### src/rtl/audio_pkg.sv
// Shared types and constants for the audio FIR stage: default widths, coefficient
// tables, FSM encoding and a saturation helper.
package audio_pkg;
    localparam int DATA_W_DEF = 24;
    localparam int COEF_W_DEF = 16;
    localparam int NUM_CH     = 2;

    typedef logic signed [15:0] coef_t;

    // Symmetric 16-tap low-pass; taps sum to 32768 so DC gain is exactly one.
    localparam coef_t COEF_LP [0:63] = '{
        0: 16'sd128,   1: 16'sd384,   2: 16'sd768,   3: 16'sd1280,
        4: 16'sd1920,  5: 16'sd2688,  6: 16'sd3584,  7: 16'sd5632,
        8: 16'sd5632,  9: 16'sd3584, 10: 16'sd2688, 11: 16'sd1920,
       12: 16'sd1280, 13: 16'sd768,  14: 16'sd384,  15: 16'sd128,
        default: 16'sd0
    };

    localparam coef_t COEF_STRESS [0:63] = '{default: 16'sd32767};

    localparam logic [1:0] S_IDLE    = 2'd0;
    localparam logic [1:0] S_MAC     = 2'd1;
    localparam logic [1:0] S_ROUND   = 2'd2;
    localparam logic [1:0] S_WAIT_WR = 2'd3;

    function automatic coef_t coef(input int sel, input int k);
        return (sel == 1) ? COEF_STRESS[k[5:0]] : COEF_LP[k[5:0]];
    endfunction

    function automatic logic signed [63:0] saturate(input logic signed [63:0] value,
                                                    input int width);
        logic signed [63:0] hi, lo;
        hi = (64'sd1 <<< (width - 1)) - 64'sd1;
        lo = -(64'sd1 <<< (width - 1));
        if (value > hi) return hi;
        if (value < lo) return lo;
        return value;
    endfunction
endpackage

### src/rtl/fir_delay_line.sv
// Per-channel circular sample buffer: one synchronous write port, one
// combinational read port, bulk clear.
module fir_delay_line #(
    parameter int DATA_W = 24,
    parameter int DEPTH  = 16,
    localparam int AW    = $clog2(DEPTH)
) (
    input  logic              clk,
    input  logic              clr,
    input  logic              we,
    input  logic [AW-1:0]     waddr,
    input  logic [DATA_W-1:0] wdata,
    input  logic [AW-1:0]     raddr,
    output logic [DATA_W-1:0] rdata
);
    logic [DATA_W-1:0] mem [DEPTH];

    always_ff @(posedge clk) begin
        if (clr) begin
            for (int i = 0; i < DEPTH; i++) mem[i] <= '0;
        end else if (we) begin
            mem[waddr] <= wdata;
        end
    end

    assign rdata = mem[raddr];
endmodule

### src/rtl/audio_mac_fir.sv
// Time-multiplexed stereo FIR between codec read and write ports: pop a pair,
// TAPS cycles of MAC on both channels, round/saturate, push under handshake.
module audio_mac_fir
    import audio_pkg::*;
#(
    parameter int DATA_W    = DATA_W_DEF,
    parameter int COEF_W    = COEF_W_DEF,
    parameter int COEF_FRAC = 15,
    parameter int TAPS      = 16,
    parameter int COEF_SEL  = 0
) (
    input  logic              CLOCK_50,
    input  logic              reset,
    input  logic              read_ready,
    input  logic [DATA_W-1:0] readdata_left,
    input  logic [DATA_W-1:0] readdata_right,
    output logic              read,
    input  logic              write_ready,
    output logic              write,
    output logic [DATA_W-1:0] writedata_left,
    output logic [DATA_W-1:0] writedata_right,
    output logic              busy,
    output logic              sat
);
    localparam int TAP_W  = $clog2(TAPS);
    localparam int PROD_W = DATA_W + COEF_W;
    localparam int ACC_W  = PROD_W + TAP_W;
    localparam logic [ACC_W-1:0] HALF = ACC_W'(1) << (COEF_FRAC - 1);

    logic [1:0]       state;
    logic [TAP_W-1:0] ptr, newest, k, rd_idx;
    logic             rst_d, pop;
    logic signed [COEF_W-1:0] coef_k;

    logic [NUM_CH-1:0][DATA_W-1:0] din, tap, rnd_sat, wdat;
    logic [NUM_CH-1:0][PROD_W-1:0] prod;
    logic [NUM_CH-1:0][ACC_W-1:0]  acc;
    logic [NUM_CH-1:0]             clip;

    // rst_d keeps the pop masked for the first cycle after reset releases.
    assign pop    = (state == S_IDLE) && read_ready && !reset && !rst_d;
    assign read   = pop;
    assign write  = (state == S_WAIT_WR) && write_ready && !reset;
    assign busy   = (state != S_IDLE) && !reset;
    assign rd_idx = newest - k;
    assign coef_k = COEF_W'(coef(COEF_SEL, int'(k)));

    assign din[0]          = readdata_left;
    assign din[1]          = readdata_right;
    assign writedata_left  = wdat[0];
    assign writedata_right = wdat[1];

    for (genvar c = 0; c < NUM_CH; c++) begin : g_ch
        logic signed [ACC_W-1:0] rnd;
        logic signed [63:0]      sat_v;

        fir_delay_line #(.DATA_W(DATA_W), .DEPTH(TAPS)) u_dl (
            .clk   (CLOCK_50),
            .clr   (reset),
            .we    (pop),
            .waddr (ptr),
            .wdata (din[c]),
            .raddr (rd_idx),
            .rdata (tap[c])
        );

        assign prod[c]    = $signed(tap[c]) * coef_k;
        assign rnd        = ($signed(acc[c]) + $signed(HALF)) >>> COEF_FRAC;
        assign sat_v      = saturate(64'(rnd), DATA_W);
        assign clip[c]    = (sat_v != 64'(rnd));
        assign rnd_sat[c] = sat_v[DATA_W-1:0];
    end

    always_ff @(posedge CLOCK_50) begin
        rst_d <= reset;
        if (reset) begin
            state  <= S_IDLE;
            ptr    <= '0;
            newest <= '0;
            k      <= '0;
            acc    <= '0;
            wdat   <= '0;
            sat    <= 1'b0;
        end else begin
            case (state)
                S_IDLE: if (pop) begin
                    newest <= ptr;
                    ptr    <= ptr + TAP_W'(1);
                    acc    <= '0;
                    k      <= '0;
                    state  <= S_MAC;
                end
                S_MAC: begin
                    for (int c = 0; c < NUM_CH; c++)
                        acc[c] <= ACC_W'($signed(acc[c]) + $signed(prod[c]));
                    k <= k + TAP_W'(1);
                    if (k == TAP_W'(TAPS - 1)) state <= S_ROUND;
                end
                S_ROUND: begin
                    wdat  <= rnd_sat;
                    if (|clip) sat <= 1'b1;
                    state <= S_WAIT_WR;
                end
                S_WAIT_WR: if (write_ready) state <= S_IDLE;
                default: state <= S_IDLE;
            endcase
        end
    end
endmodule
### config.mk
export PLATFORM = sky130hd
export DESIGN_NAME = audio_mac_fir
export DESIGN_NICKNAME = d
export VERILOG_FILES = /design/src/rtl/audio_pkg.sv /design/src/rtl/fir_delay_line.sv /design/src/rtl/audio_mac_fir.sv
export SDC_FILE = /design/constraint.sdc
export NUM_CORES = 2
export LEC_CHECK = 0
export BUFFER_PORTS_ARGS = -buffer_cell sky130_fd_sc_hd__buf_2
export CORE_MARGIN = 4
export CORE_UTILIZATION = 50
export CTS_CLUSTER_DIAMETER = 100
export CTS_CLUSTER_SIZE = 28
export DETAILED_ROUTE_END_ITERATION = 8
export GPL_TIMING_DRIVEN = 0
export PLACE_DENSITY_LB_ADDON = 0.12
export SLEW_MARGIN = 10
export SYNTH_ARGS = -nofsm -noshare
export SYNTH_HDL_FRONTEND = slang
export SYNTH_SLANG_ARGS = --single-unit
### constraint.sdc
create_clock -name CLOCK_50 -period 8.08 [get_ports CLOCK_50]
set_input_delay 2.02 -clock CLOCK_50 [delete_from_list [all_inputs] [get_ports CLOCK_50]]
set_output_delay 2.02 -clock CLOCK_50 [all_outputs]
set_load 0.05 [all_outputs]
# == Yosys cells after proc, flatten, opt, wreduce, memory -nomap -nowiden ==
# Memories as Yosys holds them, arrays and structs flattened.
# Cells that the tools add are included.
# totals
mem_bits_ro,1024
latchBits,0
reg_bits,152
out_inout_bits,52
mem_count,3
inputBits,52
ramBits,768
word_cells,90
# op_classes
n_eq_ne,9
div,0
order_cmp,5
n_shift,0
n_addsub,7
mul,2
n_bitwise,1
mux,35
n_reduce_logical,18
# memory_table
memory,words,word_bits,rd,rd_clocked_by_memory_dff,write_ports,line_no,text
(no name shown),64,16,1,0,0,audio_pkg.sv:27,return (sel == 1) ? COEF_STRESS[k[5:0]] : COEF_LP[k[5:0]];
g_ch[0].u_dl.mem,16,24,1,0,16,fir_delay_line.sv:16,logic [DATA_W-1:0] mem [DEPTH];
g_ch[1].u_dl.mem,16,24,1,0,16,fir_delay_line.sv:16,
# ops
operator,count
$mux 64,8
$pmux 88 s2,1
$ne 64x29->1,2
$add 44x16->44 const B,2
$add 44x40->44,2
$mux 88,1
$mul 24x16->40,2
$gt 29x24->1 const B,2
$lt 29x24->1 const B,2
$mux 24,2
$reduce_or 24->1,2
$mux 16,2
$mux 1,13
$mux 4,3
$add 4x1->4 const B,2
$pmux 2 s4,1
$pmux 4 s2,1
$ge 7x7->1 const B,1
$not 4->7,1
$logic_and 1x1->1,6
$mux 2,3
$ne 2x2->1 const B,3
$reduce_and 2->1,3
$eq 2x2->1 const B,2
other kinds (8),10

# == Logic depth before layout (Yosys ltp) ==
# depth
depth_word,9
mapped_depth,31
mapped_depth_nobuf,29

# == By module ==
# From an unflattened synthesis, not the netlist that was laid out.
# unflattened
cells_unflattened,4339
area_unflattened_um2,54139.4
# by_module_without_submodules
mod,cells_each,seq_area_each_um2,area_per_inst_um2,instances
fir_delay_line,1070,11531.1,17226.5,2
audio_mac_fir,2199,2762.6,19686.4,1

# == Worst setup path after synthesis ==
# Ideal clock, no wire load.
# synth_timing
path_type,reg2reg
start,register k[1]
end,register acc[42] in the netlist's numbering
arrival_ps,7801
required_time_ps,7953
setup_slack_ps,153
setup_time_ps,127
n_path_buf,4
synth_period_minus_slack_ps,7927
path_stages_with_launch,29
cell_sequence,dfxtp_1 clkbuf_1 inv_1 fa_1 buf_2 buf_1 clkbuf_1 mux4_2 nand2_1 a31oi_1 nand2_1 fa_1 inv_1 fa_1 ha_1 fa_1 fa_1 ha_1 ha_1 and2_1 a31o_2 nor4_2 o41ai_1 o2111a_1 o21ai_2 o21ai_1 o41ai_1 xor2_1 o21ai_1
# synth_via
elab_chain_len,7
elab_cells_between_ends,9
classes_between,add/sub (2); mul (1); mux (3); bitwise (1); memory (2)
# synth_rtl
element,line_no,text
from (decl),audio_mac_fir.sv:31,"logic [TAP_W-1:0] ptr, newest, k, rd_idx;"
from (signal assigned),audio_mac_fir.sv:96,k <= k + TAP_W'(1);
$not 4->7 (not written as such),audio_pkg.sv:27,
$mem_v2 64x16,-,
$mux 16 (not written as such) (2 in a row),audio_pkg.sv:27,
$mul 24x16->40 *,audio_mac_fir.sv:67,assign prod[c] = $signed(tap[c]) * coef_k;
$add 44x40->44 *,audio_mac_fir.sv:95,acc[c] <= ACC_W'($signed(acc[c]) + $signed(prod[c]));
$pmux 88 s2 *,audio_mac_fir.sv:85,case (state)
"to (signal, indexed assignment)",audio_mac_fir.sv:95,
to (decl),audio_mac_fir.sv:37,logic [NUM_CH-1:0][ACC_W-1:0] acc;
# Every way passes the cells marked *; elsewhere a longest branch is shown, timed or not. The select of a mux whose other input is x is not followed.
# A chain may end at the register's enable or synchronous reset.

# == Worst setup path in the final report ==
# layout_timing
start,register k[0]
end,register acc[86] in the netlist's numbering
# The elaborated chain is that of the path after synthesis.

==> impl_metrics.yaml <==
run_status:
  status: "finished clean"
layout:
  drive_gt1_frac: 0.161
  fillers: 8832
  utilization: 0.565
  fin_nets: 5131
  area_growth_pct: 12.0
die:
  start_util: 0.504
  io_pins: 104
  die-area_mm2: 0.114
  die_w_um: 337
  rows: 120
  core_area_mm2: 0.107
  fp.dieH_um: 337
cts:
  postCtsHoldBufs: 0
  clkTransAtPathRegs_ns: 0.12
  worstSkewPairLatency_ns: 0.72
  clock_path_buffers: 3
  numClockSinks: 906
  htreeDepth: 2
  ctsRootBufferMaster: "clkbuf_16"
  cts_tree: "yes"
  cts_inserted_buffers: 44
sta:
  tightest_slew_ns: 1.28
  tns_ns: 0
  post-route-min-period_ns: 7.95
  relSlewSlack: 0.147
  skew_ns: 0.0804
  post-route-period-util: 0.984
  hold_violations: 0
  setup_viol: 0
  finalMaxSlewViolations: 0
  rsz0062_at_grt: "true"
  max_freq_mhz: 126
  whs_ns: 0.467
yosys:
  synth_top_area_cell: "edfxtp_1"
  yosysMostFrequentCell: "and2_1"
  synth_top_family_by_area: "simple AND/OR/NAND/NOR gates"
  synth_cell_types: 87
  yosysSeqAreaShare: 0.477
  synthCells: 4368
  async_flop_share: 0
  netlist.area_leader.share: 0.426
  synth_common_cells: "and2_1 (811), edfxtp_1 (768), nand2_1 (328)"
  synth_area_leaders: "edfxtp_1 (43%), fa_1 (9.8%), and2_1 (9.4%)"
  ys_seq_elements: 906
  synth_adder_area_share: 0.153
  synth-xor-area-share: 0.0210
  synth_flop_cell: "edfxtp_1"
  synthMuxAreaShare: 0.101
  yosys.area_share.simple: 0.157
  synth-edff-count: 768
  ys_warn_count: 0
  synth_area_mm2: 0.0542
  synth_compound_area_frac: 0.0534
  syn_nets: 4925
  syn_area_per_cell_um2: 12.4
setup_path:
  cp-start-kind: "register"
  crit_path_max_fanout: 8
  cpMostUsedCell: "fa_1"
  worstPathRequired_ns: 8.67
  cp_slowest_stage_delay_ns: 0.65
  path_class: "register to register"
  arrival_ns: 8.54
  slowest_stage: "fa_2"
  end_kind: "register"
global_route:
  track_usage: 0.283
  antenna_found_initial: 6
  grt_pass1_vias: 35600
  grt_max_degree: 44
  grt_pass1_wl_um: 235000
  grt-ovfl-total: 0
route:
  wl_um: 160000
  avgViaCountPerCell: 5.84
  first_pass_iters: 6
  drc: 0
  vias: 35000
  drt_iter0_drc: 3602
  wire_per_inst_um: 26.6
  drtAntennaViolNets: 0
place:
  io_buffers: 103
  place_congestion: 0.926
  dpl.hpwl_um: 117000
power:
  ir_worst_vdd_mv: 0.190
  power_density_mw_per_mm2: 241
  leakagePower_uw: 0.0243
flow_run:
  drv_cap: 0
worst_hold_path:
  min_path_type: "register to register"
logic make-up (layout without fill, tap and decap cells):
group	count (synthesis)	in the layout
buf+inv	515	737
xor+xnor	129	129
flops	906	906
mux	305	305
fa+ha+maj	505	505
simple gates	1579	1579
other cells	0	2
compound gates	429	429
sequential cells by signal, summed over array words and instances (netlist names):
signal / count
g_ch.u_dl.mem: 768
acc: 74
writedata_left: 24
writedata_right: 24
k: 4
newest: 4
ptr: 4
state: 2
rst_d: 1
sat: 1
report_power, final:
group	leakage [uW]	switching [uW]	internal (uW)
sequential	0.00905	159	5300
combinational	0.0146	3830	2530
clock	0.000682	1680	1100
total	0.0243	5660	8940
path summary, 6_finish.rpt:
kind | startpoint | slack [ns] | cells past startpoint | to
worst min-delay path | newest[0]$_SDFFE_PP0P_ | 0.47 | 2 | newest[0]$_SDFFE_PP0P_
worst max register to register | k[0]$_SDFFE_PP0P_ | 0.13 | 29 | acc[86]$_SDFFE_PP0P_
worst min register to register | newest[0]$_SDFFE_PP0P_ | 0.47 | 2 | newest[0]$_SDFFE_PP0P_
worst max-delay path | k[0]$_SDFFE_PP0P_ | 0.13 | 29 | acc[86]$_SDFFE_PP0P_
worst max-delay path, delay by kind of cell (launching register included):
| kind | cells | cell delay [ns] |
|---|---|---|
| buffers and inverters | 7 | 1.02 |
| and+or+nand+nor | 2 | 0.14 |
| adders and majority gates | 9 | 3.54 |
| DFF | 1 | 0.41 |
| muxes | 1 | 0.32 |
| AOI/OAI and AO/OA | 10 | 2.38 |
cell usage in the layout (no fill, tap or decap), types with 10 or more instances in the layout:
cell type and count:
a211oi_2 10, a21o_1 35, a21oi_1 57, a22oi_1 36, a31oi_1 11, a31oi_4 18, and2_1 810, and3_1 18
buf_12 23, buf_2 112, buf_4 48, buf_6 22, clkbuf_1 209, clkbuf_16 48, dfxtp_1 136, edfxtp_1 768
fa_1 258, ha_1 224, ha_4 11, inv_1 221, mux2_2 20, mux2i_1 23, mux2i_2 20, mux2i_4 44
mux4_2 192, nand2_1 322, nand2b_1 11, nand3_1 54, nand4_1 19, nor2_1 238, nor2b_1 10, nor3_1 28
o21ai_0 85, o21ai_1 28, o22ai_1 25, o22ai_2 20, or2_4 16, xnor2_1 71, xor2_1 54
routing by layer:
layer | vias to the layer above | global-route usage | wire (um)
met5 | - | 0 | 9
met4 | 2 | 0.107 | 6930
met3 | 272 | 0.0406 | 10800
met2 | 1257 | 0.478 | 77900
met1 | 17800 | 0.375 | 64100
li1 | 15700 | - | -
final cells by class:
cell class	count	area, um^2	area share
Clock inverter	17	318	0.00524
Sequential cell	906	25800	0.426
Clock buffer	45	1100	0.0182
Buffer	290	1610	0.0266
Multi-Input combinational cell	2947	27900	0.459
Tap cell	1403	1760	0.0289
Antenna cell	2	5.00	0.0000825
Timing Repair Buffer	163	1340	0.0220
Inverter	222	837	0.0138
through the flow:
| stage | total power (uW) | cell area (um^2) | setup slack (ns) | std cells |
|---|---|---|---|---|
| after floorplan | 9320 | 54200 | 0.153 | 4368 |
| after global placement | 11000 | 56400 | -3.06 | 5874 |
| after detailed placement | 11100 | 56800 | -2.62 | 5890 |
| after CTS | 14300 | 59600 | 0.000853 | 5968 |
| after global routing | 15400 | 60600 | -0.0720 | 5993 |
| final | 14600 | 60700 | 0.129 | 5995 |
what timing repair did:
item	4_1_cts	5_1_grt
setup buffers	16	27
resized for setup	314	150
endpoints found under the hold margin	0	0
pin swaps	9	36
gates cloned	0	1
setup endpoints to repair	66	23
(Power assumes the default switching activity.)
